--- src/rtl/mod_n_updown.sv ---
// Modulo-MOD up/down counter with parallel load, terminal count, wrap pulse and
// an optional one-shot RUN/DONE controller enabled by defining MOD_N_ONESHOT_EN.
module mod_n_updown #(
    parameter int WIDTH = 9,
    parameter int MOD   = 360
) (
    input  logic             clk,
    input  logic             rst,
    input  logic             ce,
    input  logic             up,
    input  logic             ld,
    input  logic [WIDTH-1:0] d,
    input  logic             mode,
    output logic [WIDTH-1:0] y,
    output logic             tc,
    output logic             wrap,
    output logic             done
);

    localparam logic [WIDTH-1:0] MAX_VAL  = WIDTH'(MOD - 32'sd1);
    localparam logic [WIDTH-1:0] ZERO_VAL = {WIDTH{1'b0}};
    localparam logic [WIDTH-1:0] ONE_VAL  = {{(WIDTH-1){1'b0}}, 1'b1};

    generate
        if ((MOD < 32'sd2) || (longint'(MOD) > (64'sd1 << WIDTH))) begin : g_bad_mod
            $error("mod_n_updown: MOD must satisfy 2 <= MOD <= 2**WIDTH");
        end
    endgenerate

    // Out-of-range load values saturate to the top of the count range.
    function automatic logic [WIDTH-1:0] clamp_load(input logic [WIDTH-1:0] val);
        if ({1'b0, val} < (WIDTH+1)'(MOD)) begin
            return val;
        end else begin
            return MAX_VAL;
        end
    endfunction

    logic [WIDTH-1:0] y_q, y_d;
    logic             wrap_q, wrap_d;
    logic [WIDTH-1:0] term_s;
    logic             at_term_s;
    logic             run_s;
    logic             hit_s;
    logic             tc_s;

    assign term_s    = up ? MAX_VAL : ZERO_VAL;
    assign at_term_s = (y_q == term_s);
    assign tc_s      = ce & at_term_s & run_s & ~ld;

`ifdef MOD_N_ONESHOT_EN
    typedef enum logic {
        ST_RUN  = 1'b0,
        ST_DONE = 1'b1
    } state_e;

    state_e state_q, state_d;
    logic   done_q, done_d;

    // A one-shot run ends on the edge that would otherwise wrap.
    assign hit_s = tc_s & mode;
    assign run_s = (state_q == ST_RUN);
    assign done  = done_q;

    // FSM state and completion flag registers
    always_ff @(posedge clk) begin
        if (!rst) begin
            state_q <= ST_RUN;
            done_q  <= 1'b0;
        end else begin
            state_q <= state_d;
            done_q  <= done_d;
        end
    end

    // FSM next-state logic; only a load leaves DONE
    always_comb begin
        state_d = state_q;
        case (state_q)
            ST_RUN: begin
                if (ld) begin
                    state_d = ST_RUN;
                end else if (hit_s) begin
                    state_d = ST_DONE;
                end else begin
                    state_d = ST_RUN;
                end
            end
            ST_DONE: begin
                if (ld) begin
                    state_d = ST_RUN;
                end else begin
                    state_d = ST_DONE;
                end
            end
            default: state_d = ST_RUN;
        endcase
    end

    // FSM output logic: done follows the state being entered
    always_comb begin
        done_d = (state_d == ST_DONE);
    end
`else
    logic unused_mode_s;

    assign unused_mode_s = mode;
    assign hit_s         = 1'b0;
    assign run_s         = 1'b1;
    assign done          = 1'b0;
`endif

    // Count datapath: load beats counting, wrap only at the terminal value
    always_comb begin
        y_d    = y_q;
        wrap_d = 1'b0;
        if (ld) begin
            y_d = clamp_load(d);
        end else if (ce && run_s) begin
            if (hit_s) begin
                y_d = y_q;
            end else if (at_term_s) begin
                y_d    = up ? ZERO_VAL : MAX_VAL;
                wrap_d = 1'b1;
            end else if (up) begin
                y_d = y_q + ONE_VAL;
            end else begin
                y_d = y_q - ONE_VAL;
            end
        end else begin
            y_d    = y_q;
            wrap_d = 1'b0;
        end
    end

    // Count and wrap registers
    always_ff @(posedge clk) begin
        if (!rst) begin
            y_q    <= ZERO_VAL;
            wrap_q <= 1'b0;
        end else begin
            y_q    <= y_d;
            wrap_q <= wrap_d;
        end
    end

    assign y    = y_q;
    assign wrap = wrap_q;
    assign tc   = tc_s;

endmodule

--- config.mk ---
export PLATFORM = sky130hd
export DESIGN_NAME = mod_n_updown
export DESIGN_NICKNAME = d
export VERILOG_FILES = /design/src/rtl/mod_n_updown.sv
export SDC_FILE = /design/constraint.sdc
export NUM_CORES = 1
export LEC_CHECK = 0
export ABC_AREA = 1
export ABC_CLOCK_PERIOD_IN_PS = 2240
export CAP_MARGIN = 5
export CORE_UTILIZATION = 40
export DETAILED_ROUTE_END_ITERATION = 6
export GPL_TIMING_DRIVEN = 0
export PLACE_DENSITY = 0.68
export SLEW_MARGIN = 25
export SYNTH_ARGS = -nofsm -noshare
export SYNTH_HDL_FRONTEND = slang
export SYNTH_SLANG_ARGS = --single-unit
--- constraint.sdc ---
create_clock -name clk -period 2.24 [get_ports clk]
set_input_delay 0.448 -clock clk [delete_from_list [all_inputs] [get_ports clk]]
set_output_delay 0.448 -clock clk [all_outputs]
set_load 0.02 [all_outputs]
# After elaboration in Yosys (flattened, before gate mapping)
# Cells that the tools add are included.
[op_classes]
mux = 8
bitwise = 5
add_sub_neg = 2
n_eq_ne = 1
n_lt_le_gt_ge = 1
reduce_logical = 2
[op_table]
columns = ["op", "n"]
rows = [
  ["$mux 9", 7],
  ["$add 9x1->9 const B", 1],
  ["$eq 9x9->1", 1],
  ["$lt 9x9->1 const B", 1],
  ["$sub 9x1->9 const B", 1],
  ["$not 1->1", 3],
  ["$reduce_or 3->1", 1],
  ["$and 1x1->1", 2],
  ["$reduce_bool 2->1", 1],
  ["$mux 1", 1],
]
[word_totals]
inputBits = 15
reg_bits = 10
output_inout_bits = 12
word_cells = 21

# Logic depth before layout (Yosys ltp)
# Gate-level depths: netlist of the first run.
[logic_depth]
word_depth = 5
depth_mapped = 11
ltp_nobuf = 11

# Worst setup path after synthesis of the first run
# OpenSTA, ideal clock, no wires.
[synth_path]
kind = "input to output"
from = "input port up"
to = "output port tc"
path_stages = 6
required_time_ns = 1.792
n_path_buf = 0
t_arrival_ns = 1.830
slack_ns = -0.038
cell_sequence = "inv_1 -> ha_1 -> nand2_2 -> nor3_2 -> nand2_2 -> nor3_1"
[synth_between]
elab_chain_len = 4
[synth_rtl]
columns = ["item", "line_no", "rtl"]
rows = [
  ["from (decl)", "10", "input logic up,"],
  ["$mux 9", "47", "assign term_s = up ? MAX_VAL : ZERO_VAL;"],
  ["$eq 9x9->1", "48", "assign at_term_s = (y_q == term_s);"],
  ["$and 1x1->1 (2 in a row)", "49", "assign tc_s = ce & at_term_s & run_s & ~ld;"],
  ["to (decl)", "15", "output logic tc,"],
]
# Every way passes these cells.

# Worst setup path in the final report of the first run
# Same ends and word-level chain as after synthesis.

==> results.cfg, run 1 <==
[place]
place_inst = 228
port_buffers = 24
dpl.hpwl_um = 2120
gp_congestion = 0.805

[global_routing]
grt_pass1_wl_um = 4660
grt_use_total = 0.231
grt_pass1_vias = 1097
antenna_found_initial = 0
overflow = 0
grt_max_degree = 11

[synth]
seq_area_frac_synth = 0.195
synth_area_leader_cell = dfxtp_1
avgSynthCellArea_um2 = 5.83
synth_top_area_share = 0.195
synth_cell_types = 26
syn_area_um2 = 1030
syn_nets = 199
yosysWarnings = 0
synth.area.top_cells = dfxtp_1, nand2_1, inv_1
syn_inst = 176
ys_ff_latch = 10

[setup_path]
reg2reg_slack_ns = 0.57
reg2reg_depth = 8
r2r-end = y[8]
crit_path_top_delay_cell = ha_4
slowest_delay_ns = 0.27
path_class = in -> out
cp_max_fo = 6
startpoint = up
crit_path_end_kind = output pin
critPathRequiredTime_ns = 1.79
r2r_start = y[0]
cp-start-kind = primary input
cp.arrival_ns = 1.71
path_cells = buf_8 -> clkinvlp_4 -> buf_12 -> ha_4 -> nand2_4 -> nor3_4 -> nand2_2 -> nor3_2 -> buf_4

[min_path]
hold_path_class = reg -> reg
min_path_cells = 2
min_from = y[2]
hold_path_end = y[2]

[floorplan]
die_y_um = 52.6
boundaryPins = 27
initial_core_util = 0.443
dieArea_um2 = 2770
placementRows = 17
die_width_um = 52.6
core_um2 = 2320

[detailed_routing]
wirelength_um = 2940
drtAntennaViolNets = 0
drt_iter0_markers = 24
firstDrtPassIters = 4
post_drt_via_cell_ratio = 4.96
vias = 1205
wl_per_cell_um = 12.1
drc_errors = 0

[clocking]
hold_buffers = 0
clock-root-buffer = clkbuf_4
cts_made_buffers = 3
cts.path.max_buffers = 2
tritoncts = done
htree_levels = 1
clk_latency_ns = 0.27
path_clk_slew_ns = 0.06
clock_sinks = 10

[sta]
max_freq_ghz = 0.464
fin_crit_ns = 2.15
finClkSkew_ns = 0.00238
drv_slew = 0
rsz0062_at_grt = no
hold_viol_final = 0
finalCritPeriodShare = 0.962
setup_viol = 0
holdWs_ns = 0.601

[final_layout]
diodes = 0
seqCellArea_um2 = 200
final_nets = 239
layoutNonFillerInstCount = 243
multi_input_area_um2 = 782
num-fill-cells = 226
area_growth_pct = 47.4
drive_gt1_frac = 0.163

[pwr]
ir_drop_mv = 0.460
p_leak_uw = 0.000754
cellPowerDensity_nw_per_um2 = 510

[job]
drv_cap = 0

[outcome]
status = complete, no violations
layout make-up:
cell class	instances	share of cell area
flip-flops and latches	10	0.132
plain buffers	3	0.0108
clock buffers	4	0.0240
repair buffers	35	0.223
inverters	27	0.0695
well taps	28	0.0232
multi-input cells	136	0.517
cells in the mapped netlist:
library cell / instances
a21o_2: 1
a21oi_1: 8
a31oi_1: 1
buf_2: 1
buf_4: 1
clkbuf_1: 1
conb_1: 1
dfxtp_1: 10
fa_1: 1
ha_1: 7
inv_1: 26
inv_2: 1
nand2_1: 47
nand2_2: 3
nand2_4: 1
nand3_1: 14
nand3b_1: 4
nand4_1: 2
nor2_1: 25
nor3_1: 2
nor3_2: 2
nor4_1: 1
o21ai_0: 12
or2_2: 1
xnor2_1: 1
xor2_1: 2
cells by family after synthesis:
group | synth area share
flops | 0.195
fa+ha+maj | 0.105
xor+xnor | 0.0256
buf+inv | 0.115
other cells | 0.00366
simple gates | 0.444
compound gates | 0.112
metrics by stage:
stage | power, µW | setup TNS, ns | worst slack, ns | area [µm²] | utilization
2_1_floorplan | 441 | 0 | 0.135 | 1030 | -
3_3_place_gp | 543 | -3.49 | -1.03 | 1310 | 0.563
3_5_place_dp | 546 | -3.52 | -1.03 | 1310 | 0.563
4_1_cts | 764 | 0 | 0.0000435 | 1490 | 0.644
5_1_grt | 829 | 0 | 0.0179 | 1510 | 0.652
6_report | 772 | 0 | 0.0861 | 1510 | 0.652
timing repair:
action,4_1_cts,5_1_grt
endpoints found under the setup margin,7,3
setup buffers,10,1
pin swaps,9,0
gates resized for setup,21,0
how the worst max path moves through the flow:
| stage | to | slack (ns) | depth (start not counted) |
|---|---|---|---|
| 3_5_place_dp | tc | -1.03 | 8 |
| 6_report | tc | 0.09 | 9 |
| 2_1_floorplan | tc | 0.14 | 6 |
| 5_1_grt | tc | 0.02 | 9 |
| 3_3_place_gp | tc | -1.03 | 8 |
| 4_1_cts | tc | 0.00004 | 8 |
report_power, final:
part           internal, µW  total, µW  switching [µW]  leakage [µW]
Combinational           181        387             205      0.000650
Sequential              196        223            27.2     0.0000830
Clock                  98.8        163            63.9     0.0000210
cells in the final DEF (no fill, tap or decap), drive strengths merged:
cell type       n
clkbuf          5
nand2          51
or2             1
xor2            2
nand3b          4
nor4            1
nand3          14
xnor2           1
buf            15
ha              7
a21o            1
nor2           25
clkinvlp        1
fa              1
nor3            4
dfxtp          10
a21oi           8
nand4           2
conb            1
clkdlybuf4s50  22
o21ai          12
a31oi           1
inv            26
sequential cells by signal, indices dropped and copies added (netlist names):
name,count
wrap,1
y,9
critical path, delay by kind of cell:
family	cells	cell delay, ns
AND/OR/NAND/NOR	4	0.50
buffers and inverters	4	0.48
adder cells (fa/ha/maj)	1	0.27
routing by layer:
| layer | global-route usage | up-vias | wire (µm) |
|---|---|---|---|
| met5 | 0 | - | 0 |
| met3 | 0.0377 | 4 | 119 |
| met2 | 0.424 | 30 | 1470 |
| met4 | 0.0789 | 0 | 25 |
| met1 | 0.264 | 533 | 1330 |
| li1 | - | 638 | - |
Note: power is estimated with default switching activity, not from simulation.
==> inputs of run 2 (changes only) <==
Settings changed: HOLD_SLACK_MARGIN set to 0.1.
==> results of run 2 <==
Same layout as run 1: the final DEF is identical, and so are final timing and power.
